===== config.mk =====
export PLATFORM = sky130hd
export DESIGN_NAME = sig_router
export DESIGN_NICKNAME = d
export VERILOG_FILES = /design/src/rtl/sig_pkg.sv /design/src/rtl/sel_sync.sv /design/src/rtl/sig_router.sv
export SDC_FILE = /design/constraint.sdc
export NUM_CORES = 1
export LEC_CHECK = 0
export CORE_MARGIN = 8
export CORE_UTILIZATION = 30
export DETAILED_ROUTE_END_ITERATION = 10
export PLACE_DENSITY = 0.76
export SETUP_SLACK_MARGIN = 0.3
export SKIP_CTS_REPAIR_TIMING = 1
export SYNTH_ARGS = -nofsm -noshare
export SYNTH_HDL_FRONTEND = slang
export SYNTH_HIERARCHICAL = 1
export SYNTH_SLANG_ARGS = --single-unit

===== constraint.sdc =====
create_clock -name clk -period 10 [get_ports clk]
set_input_delay 1.5 -clock clk [delete_from_list [all_inputs] [get_ports clk]]
set_output_delay 1.5 -clock clk [all_outputs]
set_load 0.005 [all_outputs]

===== src/rtl/sig_pkg.sv =====
// Shared types and constants for the signal router: FSM states, display codes
// and the idle "HELLO" message builder.
package sig_pkg;

   typedef enum logic [1:0] {
      ST_IDLE,
      ST_MUTE,
      ST_BANNER,
      ST_LIVE
   } state_e;

   localparam int unsigned   MAX_DIGITS  = 16;
   localparam int unsigned   MSG_W       = MAX_DIGITS * 4;
   localparam logic [3:0]    DIG_BLANK   = 4'hD;
   localparam logic [19:0]   HELLO_CODES = {4'h6, 4'hE, 4'h7, 4'h7, 4'h0};

   // "HELLO" in the top five digits, blanks below; n_dig must be 5..MAX_DIGITS
   function automatic logic [MSG_W-1:0] idle_msg(input int unsigned n_dig);
      logic [MSG_W-1:0] msg;
      logic [3:0]       nib;
      msg = '0;
      for (int unsigned i = 0; i < MAX_DIGITS; i++) begin
         nib = '0;
         if (i < n_dig - 5) begin
            nib = DIG_BLANK;
         end else if (i < n_dig) begin
            nib = 4'(HELLO_CODES >> (4 * (i - (n_dig - 5))));
         end
         msg = msg | (MSG_W'(nib) << (4 * i));
      end
      return msg;
   endfunction

endpackage


===== src/rtl/sel_sync.sv =====
// Two-flop synchroniser for the raw select switches; codes above N_SRC are
// clamped to the idle code on the second stage.
module sel_sync #(
   parameter int unsigned N_SRC = 3,
   parameter int unsigned SEL_W = 2
) (
   input  logic             clk,
   input  logic             rst_n,
   input  logic [SEL_W-1:0] sel_raw,
   output logic [SEL_W-1:0] sel_s
);

   logic [SEL_W-1:0] meta_q;
   logic [SEL_W-1:0] sync_q;
   logic [SEL_W-1:0] sync_d;

   always_comb begin
      sync_d = meta_q;
      if (meta_q > SEL_W'(N_SRC)) begin
         sync_d = '0;
      end
   end

   always_ff @(posedge clk or negedge rst_n) begin
      if (!rst_n) begin
         meta_q <= '0;
         sync_q <= '0;
      end else begin
         meta_q <= sel_raw;
         sync_q <= sync_d;
      end
   end

   assign sel_s = sync_q;

endmodule


===== src/rtl/sig_router.sv =====
// Routes speaker/LED/display data from one of N_SRC engines to the board,
// inserting a muted, blanked window and an optional timed banner on each switch.
module sig_router
   import sig_pkg::*;
#(
   parameter  int unsigned N_SRC      = 3,
   parameter  int unsigned LED_W      = 8,
   parameter  int unsigned DIGITS     = 8,
   parameter  int unsigned MUTE_CYC   = 16,
   parameter  int unsigned BANNER_CYC = 100_000_000,
   localparam int unsigned SEL_W      = $clog2(N_SRC + 1)
) (
   input  logic                      clk,
   input  logic                      rst_n,
   input  logic [SEL_W-1:0]          sel,
   input  logic [N_SRC-1:0]          spk_in,
   input  logic [N_SRC*LED_W-1:0]    led_in,
   input  logic [N_SRC*DIGITS*4-1:0] dig_in,
   input  logic [N_SRC*DIGITS*4-1:0] banner_in,
   output logic                      speaker,
   output logic [LED_W-1:0]          led,
   output logic [DIGITS*4-1:0]       digits,
   output logic [SEL_W-1:0]          cur_src,
   output logic                      switching
);

   localparam int unsigned DIG_W   = DIGITS * 4;
   localparam int unsigned CNT_MAX = (MUTE_CYC > BANNER_CYC) ? MUTE_CYC : BANNER_CYC;
   localparam int unsigned CNT_W   = $clog2(CNT_MAX + 1);
   localparam int unsigned SPK_IW  = (N_SRC > 1) ? $clog2(N_SRC) : 1;
   localparam int unsigned LED_IW  = $clog2(N_SRC * LED_W);
   localparam int unsigned DIG_IW  = $clog2(N_SRC * DIG_W);

   typedef logic [DIG_W-1:0] dig_t;
   localparam dig_t IDLE_MSG  = dig_t'(idle_msg(DIGITS));
   localparam dig_t BLANK_MSG = {DIGITS{DIG_BLANK}};

   logic [SEL_W-1:0] sel_s;

   state_e           state_q,     state_d;
   logic [CNT_W-1:0] cnt_q,       cnt_d;
   logic [SEL_W-1:0] cur_src_q,   cur_src_d;
   logic             speaker_q,   speaker_d;
   logic [LED_W-1:0] led_q,       led_d;
   dig_t             digits_q,    digits_d;
   logic             switching_q, switching_d;

   logic [SEL_W-1:0]  src_idx;
   logic [SPK_IW-1:0] spk_base;
   logic [LED_IW-1:0] led_base;
   logic [DIG_IW-1:0] dig_base;

   sel_sync #(
      .N_SRC (N_SRC),
      .SEL_W (SEL_W)
   ) u_sel_sync (
      .clk     (clk),
      .rst_n   (rst_n),
      .sel_raw (sel),
      .sel_s   (sel_s)
   );

   // Next state; any select change restarts the mute window with the new code
   always_comb begin
      state_d   = state_q;
      cur_src_d = cur_src_q;
      cnt_d     = (cnt_q != '0) ? cnt_q - CNT_W'(1) : '0;
      if (sel_s != cur_src_q) begin
         state_d   = ST_MUTE;
         cnt_d     = CNT_W'(MUTE_CYC - 1);
         cur_src_d = sel_s;
      end else begin
         unique case (state_q)
            ST_MUTE: begin
               if (cnt_q == '0) begin
                  if (cur_src_q == '0) begin
                     state_d = ST_IDLE;
                  end else if (BANNER_CYC == 0) begin
                     state_d = ST_LIVE;
                  end else begin
                     state_d = ST_BANNER;
                     cnt_d   = CNT_W'(BANNER_CYC - 1);
                  end
               end
            end
            ST_BANNER: begin
               if (cnt_q == '0) begin
                  state_d = ST_LIVE;
               end
            end
            default: begin
               state_d = state_q;
            end
         endcase
      end
   end

   // Slice offsets of the source that will be active after this edge
   always_comb begin
      src_idx  = (cur_src_d == '0) ? '0 : cur_src_d - SEL_W'(1);
      spk_base = SPK_IW'(src_idx);
      led_base = LED_IW'(32'(src_idx) * LED_W);
      dig_base = DIG_IW'(32'(src_idx) * DIG_W);
   end

   // Outputs follow the next state so they line up with state_q
   always_comb begin
      speaker_d   = 1'b0;
      led_d       = '0;
      digits_d    = IDLE_MSG;
      switching_d = 1'b0;
      unique case (state_d)
         ST_MUTE: begin
            digits_d    = BLANK_MSG;
            switching_d = 1'b1;
         end
         ST_BANNER: begin
            speaker_d = spk_in[spk_base];
            led_d     = led_in[led_base +: LED_W];
            digits_d  = banner_in[dig_base +: DIG_W];
         end
         ST_LIVE: begin
            speaker_d = spk_in[spk_base];
            led_d     = led_in[led_base +: LED_W];
            digits_d  = dig_in[dig_base +: DIG_W];
         end
         default: begin
            digits_d = IDLE_MSG;
         end
      endcase
   end

   always_ff @(posedge clk or negedge rst_n) begin
      if (!rst_n) begin
         state_q     <= ST_IDLE;
         cnt_q       <= '0;
         cur_src_q   <= '0;
         speaker_q   <= 1'b0;
         led_q       <= '0;
         digits_q    <= IDLE_MSG;
         switching_q <= 1'b0;
      end else begin
         state_q     <= state_d;
         cnt_q       <= cnt_d;
         cur_src_q   <= cur_src_d;
         speaker_q   <= speaker_d;
         led_q       <= led_d;
         digits_q    <= digits_d;
         switching_q <= switching_d;
      end
   end

   assign speaker   = speaker_q;
   assign led       = led_q;
   assign digits    = digits_q;
   assign cur_src   = cur_src_q;
   assign switching = switching_q;

endmodule


==> results of run 1 <==
[power by group]
part | switching, uW | leakage [uW] | internal [uW]
Combinational | 54.8 | 0.00202 | 94.2
Clock | 130 | 0.000172 | 245
Sequential | 1.76 | 0.000920 | 314
Total | 187 | 0.00311 | 654
[per-layer routing]
| layer | share of wire (%) | wire (um) | vias to the layer above | GRT usage [%] |
|---|---|---|---|---|
| met5 | 0 | 0 | - | 0 |
| met4 | 1.8 | 378 | 0 | 5.88 |
| met3 | 7.1 | 1520 | 23 | 5.66 |
| met2 | 52 | 11100 | 212 | 35.1 |
| met1 | 40 | 8550 | 2580 | 22.3 |
| li1 | - | - | 2503 | - |
[sequential cells by signal, summed over array words and instances (netlist names)]
register and cells:
digits 32, cnt_q 27, led 8, cur_src 2
state_q 2, u_sel_sync/meta_q 2, u_sel_sync/sel_s 2, speaker 1
switching 1
[layout make-up]
cell class,instances,area [um^2]
clock inverter,3,65.1
multi-input combinational,402,2910
timing repair buffer,272,2710
inverter,8,30.0
sequential,77,1950
clock buffer,13,280
fill,1507,8300
tap,220,275
[per-stage QoR]
| stage | area, um^2 | power, uW |
|---|---|---|
| 5_1_grt | 8220 | 868 |
| 6_report | 8220 | 840 |
| 3_5_place_dp | 7880 | 470 |
| 2_1_floorplan | 5060 | 361 |
| 3_3_place_gp | 7880 | 469 |
| 4_1_cts | 8220 | 844 |
[cell usage in the layout, fill, tap and decap left out, types with 9 or more instances in the layout]
cell type and n:
a211o_1 9, a211oi_1 16, a21o_1 15, and3_1 16, clkbuf_16 9, clkdlybuf4s50_1 265
dfrtp_1 56, dfstp_2 20, mux2i_1 39, nand2_1 22, nand3_1 21, nand4_1 9
nor2_1 38, nor3_1 9, nor3b_1 13, nor4_1 9, o2111ai_1 15, o21a_1 19
o21ai_0 45, xnor2_1 11, xor2_1 11
[worst max-delay path by stage]
stage | from | to | slack, ns | cells past startpoint
finish | cnt_q[18]$_DFF_PN0_ | digits[28]$_DFF_PN0_ | 5.92 | 7
global route | cnt_q[13]$_DFF_PN0_ | digits[19]$_DFF_PN0_ | 5.71 | 7
CTS | cnt_q[22]$_DFF_PN0_ | digits[28]$_DFF_PN0_ | 5.91 | 7
detailed placement | cnt_q[18]$_DFF_PN0_ | digits[23]$_DFF_PN0_ | 5.90 | 7
global placement | cnt_q[13]$_DFF_PN0_ | digits[19]$_DFF_PN0_ | 6.17 | 7
floorplan | cnt_q[13]$_DFF_PN0_ | digits[12]$_DFF_PN0_ | 6.76 | 8
[cells by family after synthesis]
family	count (synthesis)
and+or+nand+nor	163
adders and majority gates	4
muxes	49
xor gates and xnor gates	22
AOI/OAI and AO/OA	164
buffers and inverters	53
DFF	77
[worst reg2reg max path: stages, from the launching register on]
cell     delay, ns
dfrtp_1       0.44
or4_1         0.62
nor3_1        0.43
a31oi_2       0.44
nor2_1        0.87
inv_1         0.54
and3_1        0.34
a211o_1       0.28
==> results.sh, run 1 <==
export IMPL_grt_overflow=0
export IMPL_utilization_pct=49.8
export IMPL_rr_startpoint="cnt_q[18]$_DFF_PN0_"
export IMPL_cpPeakStageDelay_ns=0.86
export IMPL_synth_area_per_cell_um2=9.51
export IMPL_crit_type="flop to flop"
export IMPL_grt_pass1_wl_mm=32.7
export IMPL_vias_per_cell=5.34
export IMPL_rrSetupSlack_ns=5.92
export IMPL_rsz0062_at_grt="false"
export IMPL_setup_tns_ns=0
export IMPL_vias=5318
export IMPL_power_density_nw_per_um2=102
export IMPL_fin_crit_sh_pct=40.8
export IMPL_ys_seq_area_share_pct=38.6
export IMPL_start_util_pct=30.6
export IMPL_io_buffers=266
export IMPL_clk_pin_slew_ns=0.06
export IMPL_cts_num_sinks=77
export IMPL_post_place_ws_ns=5.90
export IMPL_cp_arrival_ns=4.30
export IMPL_antenna_found_initial=0
export IMPL_design_core_area_um2=16500
export IMPL_worstPathRequired_ns=10.22
export IMPL_synth_top_area_cell="dfrtp_1"
export IMPL_max_freq_mhz=245
export IMPL_cts_inserted_buffers=9
export IMPL_wl_per_cell_um=21.7
export IMPL_endpoint_kind="flop"
export IMPL_setup_slack_ns=5.92
export IMPL_antenna_left=0
export IMPL_synth_xor_area_share_pct=3.81
export IMPL_crit_fanout=19
export IMPL_htreeDepth=3
export IMPL_final_hold_viol_count=0
export IMPL_timing_rr_end="digits[28]$_DFF_PN0_"
export IMPL_cts_tree="built"
export IMPL_instances_no_fill=995
export IMPL_min_from="u_sel_sync/meta_q[1]$_DFF_PN0_"
export IMPL_synthTopCellsByCount="dfrtp_1 (57), o21ai_0 (45), mux2i_1 (39), nor2_1 (39), clkbuf_1 (32)"
export IMPL_crit_path_cell_trace="or4_1 > nor3_1 > a31oi_2 > nor2_1 > inv_1 > and3_1 > a211o_1"
export IMPL_drtIter0Drc=296
export IMPL_maxSlewHeadroom_pct=31.8
export IMPL_critPathLaunchType="flop"
export IMPL_die_w_um=146
export IMPL_grt_max_degree=78
export IMPL_min_to="u_sel_sync/sel_s[1]$_DFF_PN0_"
export IMPL_cp_top_family="simple AND/OR/NAND/NOR gates"
export IMPL_die_y_um=146
export IMPL_synth_fa_ha_area_share_pct=0.989
export IMPL_yosysUniqueCellTypes=60
export IMPL_synthCells=532
export IMPL_syn2layout_area_growth_pct=62.4
export IMPL_nets=997
export IMPL_yosysMostFrequentCell="dfrtp_1"
export IMPL_rows=47
export IMPL_synth_simple_area_share_pct=17.8
export IMPL_netlist_area_leader_share_pct=28.2
export IMPL_hpwl_mm=16.4
export IMPL_synth_area_mux_share_pct=11.5
export IMPL_synth_seq_cells=77
export IMPL_dieArea_um2=21300
export IMPL_status="finished, final reports clean"
export IMPL_synth_ff_type="dfrtp_1"
export IMPL_r2r_cells=7
export IMPL_synth_top_family_by_area="compound AO/OA/AOI/OAI gates"
export IMPL_cts_root_buf="clkbuf_16"
export IMPL_dr_pass1_iters=5
export IMPL_async_flop_share_pct=100
export IMPL_gpl_final_weighted_congestion=0.875
export IMPL_finalSetupViolations=0
export IMPL_grt_pass1_vias=5691
export IMPL_insertion_delay_ns=0.34
export IMPL_drc_errors=0
export IMPL_antenna_cells=0
export IMPL_ios=267
export IMPL_syn_cell_area_um2=5060
export IMPL_maxCapViolCount=0
export IMPL_cp_slowest_cell="nor2_1"
export IMPL_maxSlewViolCount=0
export IMPL_wirelength_mm=21.6
export IMPL_dp_cells=979
export IMPL_syn_nets=759
export IMPL_clock_skew_ns=0.00529
export IMPL_critPathBufInv=1
export IMPL_finalCriticalPeriod_ns=4.08
export IMPL_yosys_warnings=6
export IMPL_grt_use_total_pct=19.7
export IMPL_synth_enable_flop_cells=0
export IMPL_synth_compound_area_share_pct=22.8
export IMPL_vdd_drop_max_mv=0.0730
export IMPL_worst_pin_slew_ns=1.02
export IMPL_clockBufferDepth=2
export IMPL_p_leak_uw=0.00311
export IMPL_hold_class="flop to flop"
export IMPL_final_layout_size_suffix_gt1_share_pct=8.77
export IMPL_min_delay_path_depth=0
export IMPL_whs_ns=0.347
export IMPL_synthTopCellsByArea="dfrtp_1 (28%), dfstp_2 (10%), mux2i_1 (7.7%), o21ai_0 (4.4%), mux4_2 (3.1%)"
Note: power is estimated with default switching activity, not from simulation.
==> inputs of run 2 (changes only) <==
clock period = 3.8 ns   (was 10 ns; I/O delays follow)
==> results.sh, run 2 (same netlist as run 1, synthesis figures left out) <==
export IMPL_gpl_final_weighted_congestion=0.848
export IMPL_ios=267
export IMPL_grt_overflow=0
export IMPL_rows=47
export IMPL_insertion_delay_ns=0.34
export IMPL_min_delay_path_depth=0
export IMPL_hold_class="flop to flop"
export IMPL_maxCapViolCount=0
export IMPL_htreeDepth=3
export IMPL_nets=1007
export IMPL_power_density_nw_per_um2=254
export IMPL_grt_use_total_pct=19.5
export IMPL_antenna_left=0
export IMPL_final_common_cell="clkdlybuf4s50_1"
export IMPL_start_util_pct=30.6
export IMPL_r2r_cells=6
export IMPL_dr_pass1_iters=4
export IMPL_clockBufferDepth=2
export IMPL_drt_met1_wl_mm=8.20
export IMPL_clock_skew_ns=0.00908
export IMPL_dieArea_um2=21300
export IMPL_path_depth=6
export IMPL_cts_inserted_buffers=9
export IMPL_endpoint_kind="flop"
export IMPL_vdd_drop_max_mv=0.188
export IMPL_vias=5319
export IMPL_critPathBufInv=0
export IMPL_finalSetupViolations=0
export IMPL_wirelength_mm=21.2
export IMPL_die_w_um=146
export IMPL_fill_cells=1509
export IMPL_maxSlewHeadroom_pct=31.5
export IMPL_crit_path_cell_trace="or4_4 > or4_4 > nor4_4 > or2_2 > mux4_2 > a211o_1"
export IMPL_grt_max_degree=78
export IMPL_die_y_um=146
export IMPL_top_layer="met4"
export IMPL_cp_top_family="simple AND/OR/NAND/NOR gates"
export IMPL_setup_tns_ns=0
export IMPL_fin_crit_sh_pct=85.2
export IMPL_crit_type="flop to flop"
export IMPL_antenna_cells=0
export IMPL_p_leak_uw=0.00313
export IMPL_design_core_area_um2=16500
export IMPL_cp_slowest_cell="or4_4"
export IMPL_rsz0062_at_grt="false"
export IMPL_final_layout_size_suffix_gt1_share_pct=9.94
export IMPL_cp_arrival_ns=3.46
export IMPL_grt_pass1_vias=5725
export IMPL_largest_reg_flops=32
export IMPL_cpMostUsedCell="or4_4"
export IMPL_antenna_found_initial=0
export IMPL_cts_root_buf="clkbuf_16"
export IMPL_status="finished, final reports clean"
export IMPL_worst_pin_slew_ns=1.03
export IMPL_worstPathRequired_ns=4.03
export IMPL_drtIter0Drc=333
export IMPL_utilization_pct=50.0
export IMPL_cpPeakStageDelay_ns=0.59
export IMPL_wl_per_cell_um=21.1
export IMPL_final_hold_viol_count=0
export IMPL_maxSlewViolCount=0
export IMPL_route_met3_wl_mm=1.83
export IMPL_syn2layout_area_growth_pct=63.3
export IMPL_final_cell_mix="clkdlybuf4s50_1 (265), dfrtp_1 (56), o21ai_0 (45)"
export IMPL_wl_met2_mm=10.5
export IMPL_cts_tree="built"
export IMPL_vias_per_cell=5.29
export IMPL_clk_pin_slew_ns=0.06
export IMPL_io_buffers=266
export IMPL_finalCriticalPeriod_ns=3.24
export IMPL_critPathLaunchType="flop"
export IMPL_drc_errors=0
export IMPL_cts_num_sinks=77
export IMPL_hpwl_mm=16.7
export IMPL_max_freq_mhz=309
export IMPL_crit_fanout=11
export IMPL_grt_pass1_wl_mm=32.6
==> run 2: changes by cell type in the layout (fill, tap and decap cells not counted), sizes merged <==
cell / before / now
buf: 7 / 17
clkbuf: 13 / 9
clkinv: 2 / 5
clkinvlp: 0 / 2
bufinv: 2 / 1
==> run 2: layer usage <==
layer  GRT usage, %  up-vias
met5              0        -
met4           6.82        0
met3           6.31       41
met2           33.1      240
met1           22.5     2529
li1               -     2509
==> run 2: through the flow <==
step	hold slack [ns]	std cells	worst slack [ns]	area [um^2]	power [uW]
finish	0.361	1005	0.564	8270	2100
global route	0.364	1005	0.380	8270	2180
floorplan	0.274	532	0.560	5060	951
global placement	0.334	989	0.615	7960	1240
CTS	0.359	1005	0.559	8270	2120
detailed placement	0.345	989	0.571	7960	1240
==> run 2: cell type report <==
cell class                 count  area [um^2]  area share, %
multi-input combinational    402         2910           35.2
timing repair buffer         282         2790           33.8
sequential                    77         1950           23.6
tap                          220          275           3.33
clock buffer                   9          225           2.72
clock inverter                 7         76.3          0.923
inverter                       8         30.0          0.363
==> run 2: worst register-to-register path: cells and delay by family (launching register included) <==
family | cells | cell delay (ns)
and+or+nand+nor | 4 | 1.83
muxes | 1 | 0.57
DFF | 1 | 0.42
AOI/OAI and AO/OA | 1 | 0.30
==> run 2: report_power, final <==
group	internal [uW]	switching (uW)
Clock	511	363
Sequential	826	4.79
Combinational	251	145
Total	1590	512
==> run 2: final timing paths <==
check | start | endpoint | slack [ns]
setup / recovery | cnt_q[13]$_DFF_PN0_ | digits[31]$_DFF_PN0_ | 0.56
hold / removal | u_sel_sync/meta_q[0]$_DFF_PN0_ | u_sel_sync/sel_s[0]$_DFF_PN0_ | 0.36
setup reg to reg | cnt_q[13]$_DFF_PN0_ | digits[31]$_DFF_PN0_ | 0.56
hold reg to reg | u_sel_sync/meta_q[0]$_DFF_PN0_ | u_sel_sync/sel_s[0]$_DFF_PN0_ | 0.36
max in group asynchronous | rst_n | digits[9]$_DFF_PN0_ | 2.73
min in group asynchronous | rst_n | u_sel_sync/sel_s[1]$_DFF_PN0_ | 0.39
